==> src/rtl/mips_pkg.sv <==
// Shared encodings and default widths for the MIPS32 core and its memory arbiter.
package mips_pkg;
  localparam int MIPS_AW = 10;
  localparam int MIPS_DW = 32;

  typedef enum logic [1:0] {
    ST_BOOT   = 2'd0,
    ST_RUN    = 2'd1,
    ST_DRAIN  = 2'd2,
    ST_HALTED = 2'd3
  } state_t;

  typedef enum logic [1:0] {
    OWN_NONE = 2'd0,
    OWN_IF   = 2'd1,
    OWN_DM   = 2'd2,
    OWN_DBG  = 2'd3
  } owner_t;
endpackage

==> src/rtl/mips_arb_prio.sv <==
// DM-over-IF priority select with an anti-starvation wait counter for fetch.
module mips_arb_prio #(
  parameter int IF_MAX_WAIT = 4
) (
  input  logic clk,
  input  logic rst_n,
  input  logic en,
  input  logic if_req,
  input  logic dm_req,
  output logic if_gnt,
  output logic dm_gnt
);
  localparam int CW = $clog2(IF_MAX_WAIT + 1);

  logic [CW-1:0] wait_cnt;
  logic          if_due;

  assign if_due = (wait_cnt == CW'(IF_MAX_WAIT));

  always_comb begin
    if_gnt = 1'b0;
    dm_gnt = 1'b0;
    if (en) begin
      if (if_req && (!dm_req || if_due)) if_gnt = 1'b1;
      else if (dm_req)                   dm_gnt = 1'b1;
    end
  end

  // Counts denied fetch cycles; saturates so the forced grant stays pending.
  always_ff @(posedge clk or negedge rst_n) begin
    if (!rst_n)                         wait_cnt <= '0;
    else if (if_gnt)                    wait_cnt <= '0;
    else if (en && if_req && !if_due)   wait_cnt <= wait_cnt + 1'b1;
  end
endmodule

==> src/rtl/mips_mem_arbiter.sv <==
// Run controller and single-port memory arbiter for IF, DM and debug requesters.
module mips_mem_arbiter
  import mips_pkg::*;
#(
  parameter int AW          = MIPS_AW,
  parameter int DW          = MIPS_DW,
  parameter int IF_MAX_WAIT = 4
) (
  input  logic          clk,
  input  logic          rst_n,
  input  logic          start,
  input  logic          core_halted,
  output logic          core_run,
  input  logic          if_req,
  input  logic [AW-1:0] if_addr,
  output logic          if_gnt,
  output logic          if_rvalid,
  output logic [DW-1:0] if_rdata,
  input  logic          dm_req,
  input  logic          dm_we,
  input  logic [AW-1:0] dm_addr,
  input  logic [DW-1:0] dm_wdata,
  output logic          dm_gnt,
  output logic          dm_rvalid,
  output logic [DW-1:0] dm_rdata,
  input  logic          dbg_req,
  input  logic          dbg_we,
  input  logic [AW-1:0] dbg_addr,
  input  logic [DW-1:0] dbg_wdata,
  output logic          dbg_gnt,
  output logic          dbg_rvalid,
  output logic [DW-1:0] dbg_rdata,
  output logic          mem_en,
  output logic          mem_we,
  output logic [AW-1:0] mem_addr,
  output logic [DW-1:0] mem_wdata,
  input  logic [DW-1:0] mem_rdata,
  output logic [15:0]   if_stall_cnt
);
  state_t  state, state_d;
  owner_t  owner_q, owner_d;
  logic [DW-1:0] if_hold, dm_hold, dbg_hold;

  always_ff @(posedge clk or negedge rst_n) begin
    if (!rst_n) state <= ST_BOOT;
    else        state <= state_d;
  end

  always_comb begin
    state_d = state;
    case (state)
      ST_BOOT:   if (start) state_d = ST_RUN;
      ST_RUN:    if (core_halted) state_d = ST_DRAIN;
      ST_DRAIN:  state_d = ST_HALTED;
      ST_HALTED: if (start) state_d = ST_RUN;
      default:   state_d = ST_BOOT;
    endcase
  end

  assign core_run = (state == ST_RUN);
  assign dbg_gnt  = dbg_req && (state == ST_BOOT || state == ST_HALTED);

  mips_arb_prio #(.IF_MAX_WAIT(IF_MAX_WAIT)) u_prio (
    .clk    (clk),
    .rst_n  (rst_n),
    .en     (core_run),
    .if_req (if_req),
    .dm_req (dm_req),
    .if_gnt (if_gnt),
    .dm_gnt (dm_gnt)
  );

  assign mem_en = if_gnt | dm_gnt | dbg_gnt;

  always_comb begin
    mem_we    = 1'b0;
    mem_addr  = '0;
    mem_wdata = '0;
    owner_d   = OWN_NONE;
    if (dbg_gnt) begin
      mem_we    = dbg_we;
      mem_addr  = dbg_addr;
      mem_wdata = dbg_wdata;
      owner_d   = dbg_we ? OWN_NONE : OWN_DBG;
    end else if (dm_gnt) begin
      mem_we    = dm_we;
      mem_addr  = dm_addr;
      mem_wdata = dm_wdata;
      owner_d   = dm_we ? OWN_NONE : OWN_DM;
    end else if (if_gnt) begin
      mem_addr  = if_addr;
      owner_d   = OWN_IF;
    end
  end

  // Owner of the read whose data arrives on mem_rdata this cycle.
  always_ff @(posedge clk or negedge rst_n) begin
    if (!rst_n) owner_q <= OWN_NONE;
    else        owner_q <= owner_d;
  end

  assign if_rvalid  = (owner_q == OWN_IF);
  assign dm_rvalid  = (owner_q == OWN_DM);
  assign dbg_rvalid = (owner_q == OWN_DBG);

  // rdata passes memory data through on the valid cycle and holds it afterwards.
  always_ff @(posedge clk or negedge rst_n) begin
    if (!rst_n) begin
      if_hold  <= '0;
      dm_hold  <= '0;
      dbg_hold <= '0;
    end else begin
      if (if_rvalid)  if_hold  <= mem_rdata;
      if (dm_rvalid)  dm_hold  <= mem_rdata;
      if (dbg_rvalid) dbg_hold <= mem_rdata;
    end
  end

  assign if_rdata  = if_rvalid  ? mem_rdata : if_hold;
  assign dm_rdata  = dm_rvalid  ? mem_rdata : dm_hold;
  assign dbg_rdata = dbg_rvalid ? mem_rdata : dbg_hold;

  always_ff @(posedge clk or negedge rst_n) begin
    if (!rst_n)
      if_stall_cnt <= '0;
    else if (core_run && if_req && !if_gnt && (if_stall_cnt != 16'hFFFF))
      if_stall_cnt <= if_stall_cnt + 16'd1;
  end
endmodule

==> config.mk <==
export PLATFORM = sky130hd
export DESIGN_NAME = mips_mem_arbiter
export DESIGN_NICKNAME = d
export VERILOG_FILES = /design/src/rtl/mips_pkg.sv /design/src/rtl/mips_arb_prio.sv /design/src/rtl/mips_mem_arbiter.sv
export SDC_FILE = /design/constraint.sdc
export NUM_CORES = 1
export LEC_CHECK = 0
export BUFFER_PORTS_ARGS = -buffer_cell sky130_fd_sc_hd__buf_4
export CAP_MARGIN = 40
export CORE_AREA = 2 2 116 118
export CTS_CLUSTER_DIAMETER = 60
export DETAILED_ROUTE_END_ITERATION = 16
export DIE_AREA = 0 0 118 120
export PLACE_DENSITY_LB_ADDON = 0.08
export SLEW_MARGIN = 5
export SYNTH_ARGS = -nofsm -noshare
export SYNTH_HDL_FRONTEND = slang
export SYNTH_HIERARCHICAL = 1
export SYNTH_SLANG_ARGS = --single-unit
==> constraint.sdc <==
create_clock -name clk -period 2.8 [get_ports clk]
set_input_delay 0.28 -clock clk [delete_from_list [all_inputs] [get_ports clk]]
set_output_delay 0.28 -clock clk [all_outputs]
set_load 0.05 [all_outputs]
==> impl_metrics.csv <==
group,metric,value,unit
run_status,outcome,"finished clean",
synthesis,synth.yosys.seq_area_share,55.3,%
detailed_routing,detailroute.via_count,4853,
grt,maximum_number_of_pins_on_one_net_before_global_route_repair,66,
floorplan,die_h,120,um
synthesis,synth_enable_flop_cells,0,
floorplan,floorplan.io_pins,298,
detailed_routing,finalWirelength,17.9,mm
hold_path,min_delay_path_depth,2,
timing,worst_slew_margin_rel,51.4,%
cts,ctsLongestPathBuffers,2,
setup_path,criticalPathCategory,"register to primary output",
grt,vias_in_the_first_global_route,5172,
floorplan,initial_core_util,41.5,%
place,buffer_ports.inserted,297,
detailed_routing,drc,0,
floorplan,num_rows,42,
place,gp_routability_congestion,0.952,
cts,cts_tree,"done",
timing,measured_slew_at_the_worst_slew_check_pin,0.730,ns
timing,final.period_utilization,91.4,%
final_layout,layout.cells.most_common_list,"302 x buf_4, 119 x dfrtp_1, 97 x mux2_2, 83 x nand2_1, 36 x nand3_1",
cts,worstSkewPairLatency,0.41,ns
cts,cts.htree.levels,4,
grt,use_met2,44.8,%
place,detailed_place.area,7890,um^2
grt,globalRoute.totalOverflow,0,
timing,clock-skew-final,0.00764,ns
grt,grtUsageMet1,27.5,%
final_layout,post_route_cells_drive_above_1_share,58.5,%
timing,final-setup-viol-count,0,
synthesis,ys_dominant_reg_cell,"dfrtp_1",
setup_path,end_kind,"primary output",
cts,cts-buffers-inserted,17,
grt,grt_first_pass_wirelength,27.1,mm
synthesis,mappedNetlistArea,5390,um^2
timing,rsz0062_at_grt,"no",
final_layout,synthToLayoutAreaGrowth,57.9,%
setup_path,timing.reg2reg.worst_path_depth,8,
final_layout,layout.core_utilization,65.5,%
grt,antenna_found_initial,0,
detailed_routing,detail_route.first_pass.iterations,4,
timing,fin_worst_hold_slack,0.141,ns
detailed_routing,initialDrtViolationCount,223,
synthesis,postSynthNetCount,610,
final_layout,final_nets,909,
floorplan,die_w,118,um
grt,globalRouteMet3Util,7.27,%
synthesis,postSynthRegisterBits,119,
setup_path,startpoint_type,"register",
floorplan,core-area,13000,um^2
floorplan,dieArea,14200,um^2
synthesis,async_reset_ff_share,100,%
synthesis,netlist-cell-type-count,35,
final_layout,final_design_area_no_fill,8500,um^2
setup_path,worstPathRequired,2.52,ns
timing,finalHoldViolations,0,
final_layout,mostFrequentLayoutCell,"buf_4",
detailed_routing,via_per_inst,5.07,
timing,final-max-slew-violation-count,0,
timing,period_minus_slack,2.56,ns
setup_path,crit_fanout,48,
timing,setup_tns,0,ns
synthesis,syn-mean-instance-area,11.4,um^2
place,place_hpwl,13.8,mm
final_layout,antenna_cells,0,
detailed_routing,detail-route-antenna-nets,0,
synthesis,syn-instance-count,471,
cts,ctsRootBufferMaster,"clkbuf_16",
grt,globalRouteTotalUtil,25.2,%
grt,grt_busiest_layer,"met2",
hold_path,worst_hold_path_type,"input pin to register",
timing,max_freq,391,MHz
synthesis,yosys_warnings,6,
setup_path,arrival,2.28,ns
detailed_routing,wire_per_inst,18.7,um
flow_run,max_cap_viol,0,
cts,clk_pin_slew_worst_paths,0.05,ns
cts,cts_num_sinks,119,
-- critical path, cell delays in order, from the launching register on --
cell and delay, ns:
dfrtp_1 0.36, inv_1 0.07, ha_2 0.26, nand2_1 0.11, a31oi_4 0.23, buf_8 0.30
nand3_1 0.12, nand2_1 0.17, buf_4 0.23
-- stage by stage --
step,instances,setup WS (ns)
2_1_floorplan,471,0.129
3_3_place_gp,926,0.367
3_5_place_dp,926,0.262
4_1_cts,957,0.0641
5_1_grt,957,0.0555
6_report,957,0.241
-- routing by layer --
metal  wire length, um  vias up  part of all wire, %
met5                 0        -                    0
met4               683        0                  3.8
met3              1190       40                  6.7
met2              9290      208                   52
met1              6740     2379                   38
li1                  -     2226                    -
-- cell families (layout without fill, tap and decap cells) --
group	Yosys count	count (layout)	synth area share, %
simple gates	175	175	15.0
flops	119	119	55.3
mux	98	98	20.6
buf+inv	36	346	2.67
compound gates	27	27	3.60
xor+xnor	12	12	1.95
fa+ha+maj	4	4	0.929
-- flip-flops by register name, summed over array words and instances, names as in the netlist --
name / flops
state: 2
owner_q: 2
u_prio/wait_cnt: 3
if_hold: 32
dbg_hold: 32
dm_hold: 32
if_stall_cnt: 16
-- worst paths after layout --
kind | startpoint | to | slack, ns
max | state[1] | mem_wdata[27] | 0.24
min | mem_rdata[3] | dbg_hold[3] | 0.14
max reg2reg | u_prio/wait_cnt[0] | if_stall_cnt[14] | 0.52
min reg2reg | if_hold[28] | if_hold[28] | 0.49
max in group asynchronous | rst_n | dm_hold[30] | 1.54
min in group asynchronous | rst_n | dm_hold[4] | 0.47
-- synthesized netlist by cell type, types with 2 or more instances --
cell type	instances	share of area (%)
buf_1	4	0.28
mux2_2	97	20
xor2_1	12	2.0
inv_1	9	0.63
dfrtp_1	119	55
a31oi_1	2	0.23
clkbuf_1	16	1.1
o21ai_0	7	0.65
nor4_1	3	0.35
buf_2	7	0.65
nand3_1	36	3.3
nor2_1	27	1.9
a21oi_1	3	0.28
nand2b_1	2	0.23
nor3_1	6	0.56
a221oi_1	9	1.5
a21boi_2	2	0.42
ha_1	4	0.93
nor3b_1	3	0.42
nand4_1	6	0.70
nand2_1	83	5.8
-- layout make-up --
type	count	area [um^2]
clock buffer	18	439
clock inverter	12	153
fill	1058	4480
inverter	9	33.8
multi-input combinational	316	2330
sequential	119	2980
tap	176	220
timing repair buffer	307	2350
-- repair_timing --
| item | in CTS | in global routing |
|---|---|---|
| endpoints found under the hold margin | 54 | 0 |
| gates cloned | 0 | 0 |
| buffers inserted | 0 | 0 |
| gates resized for setup | 1 | 4 |
| endpoints found under the setup margin | 9 | 12 |
| hold buffers | 1 | 0 |
Power is left out: the tool's default activity adds up to more than one toggle a clock period on the data nets, which glitch-free logic cannot reach.
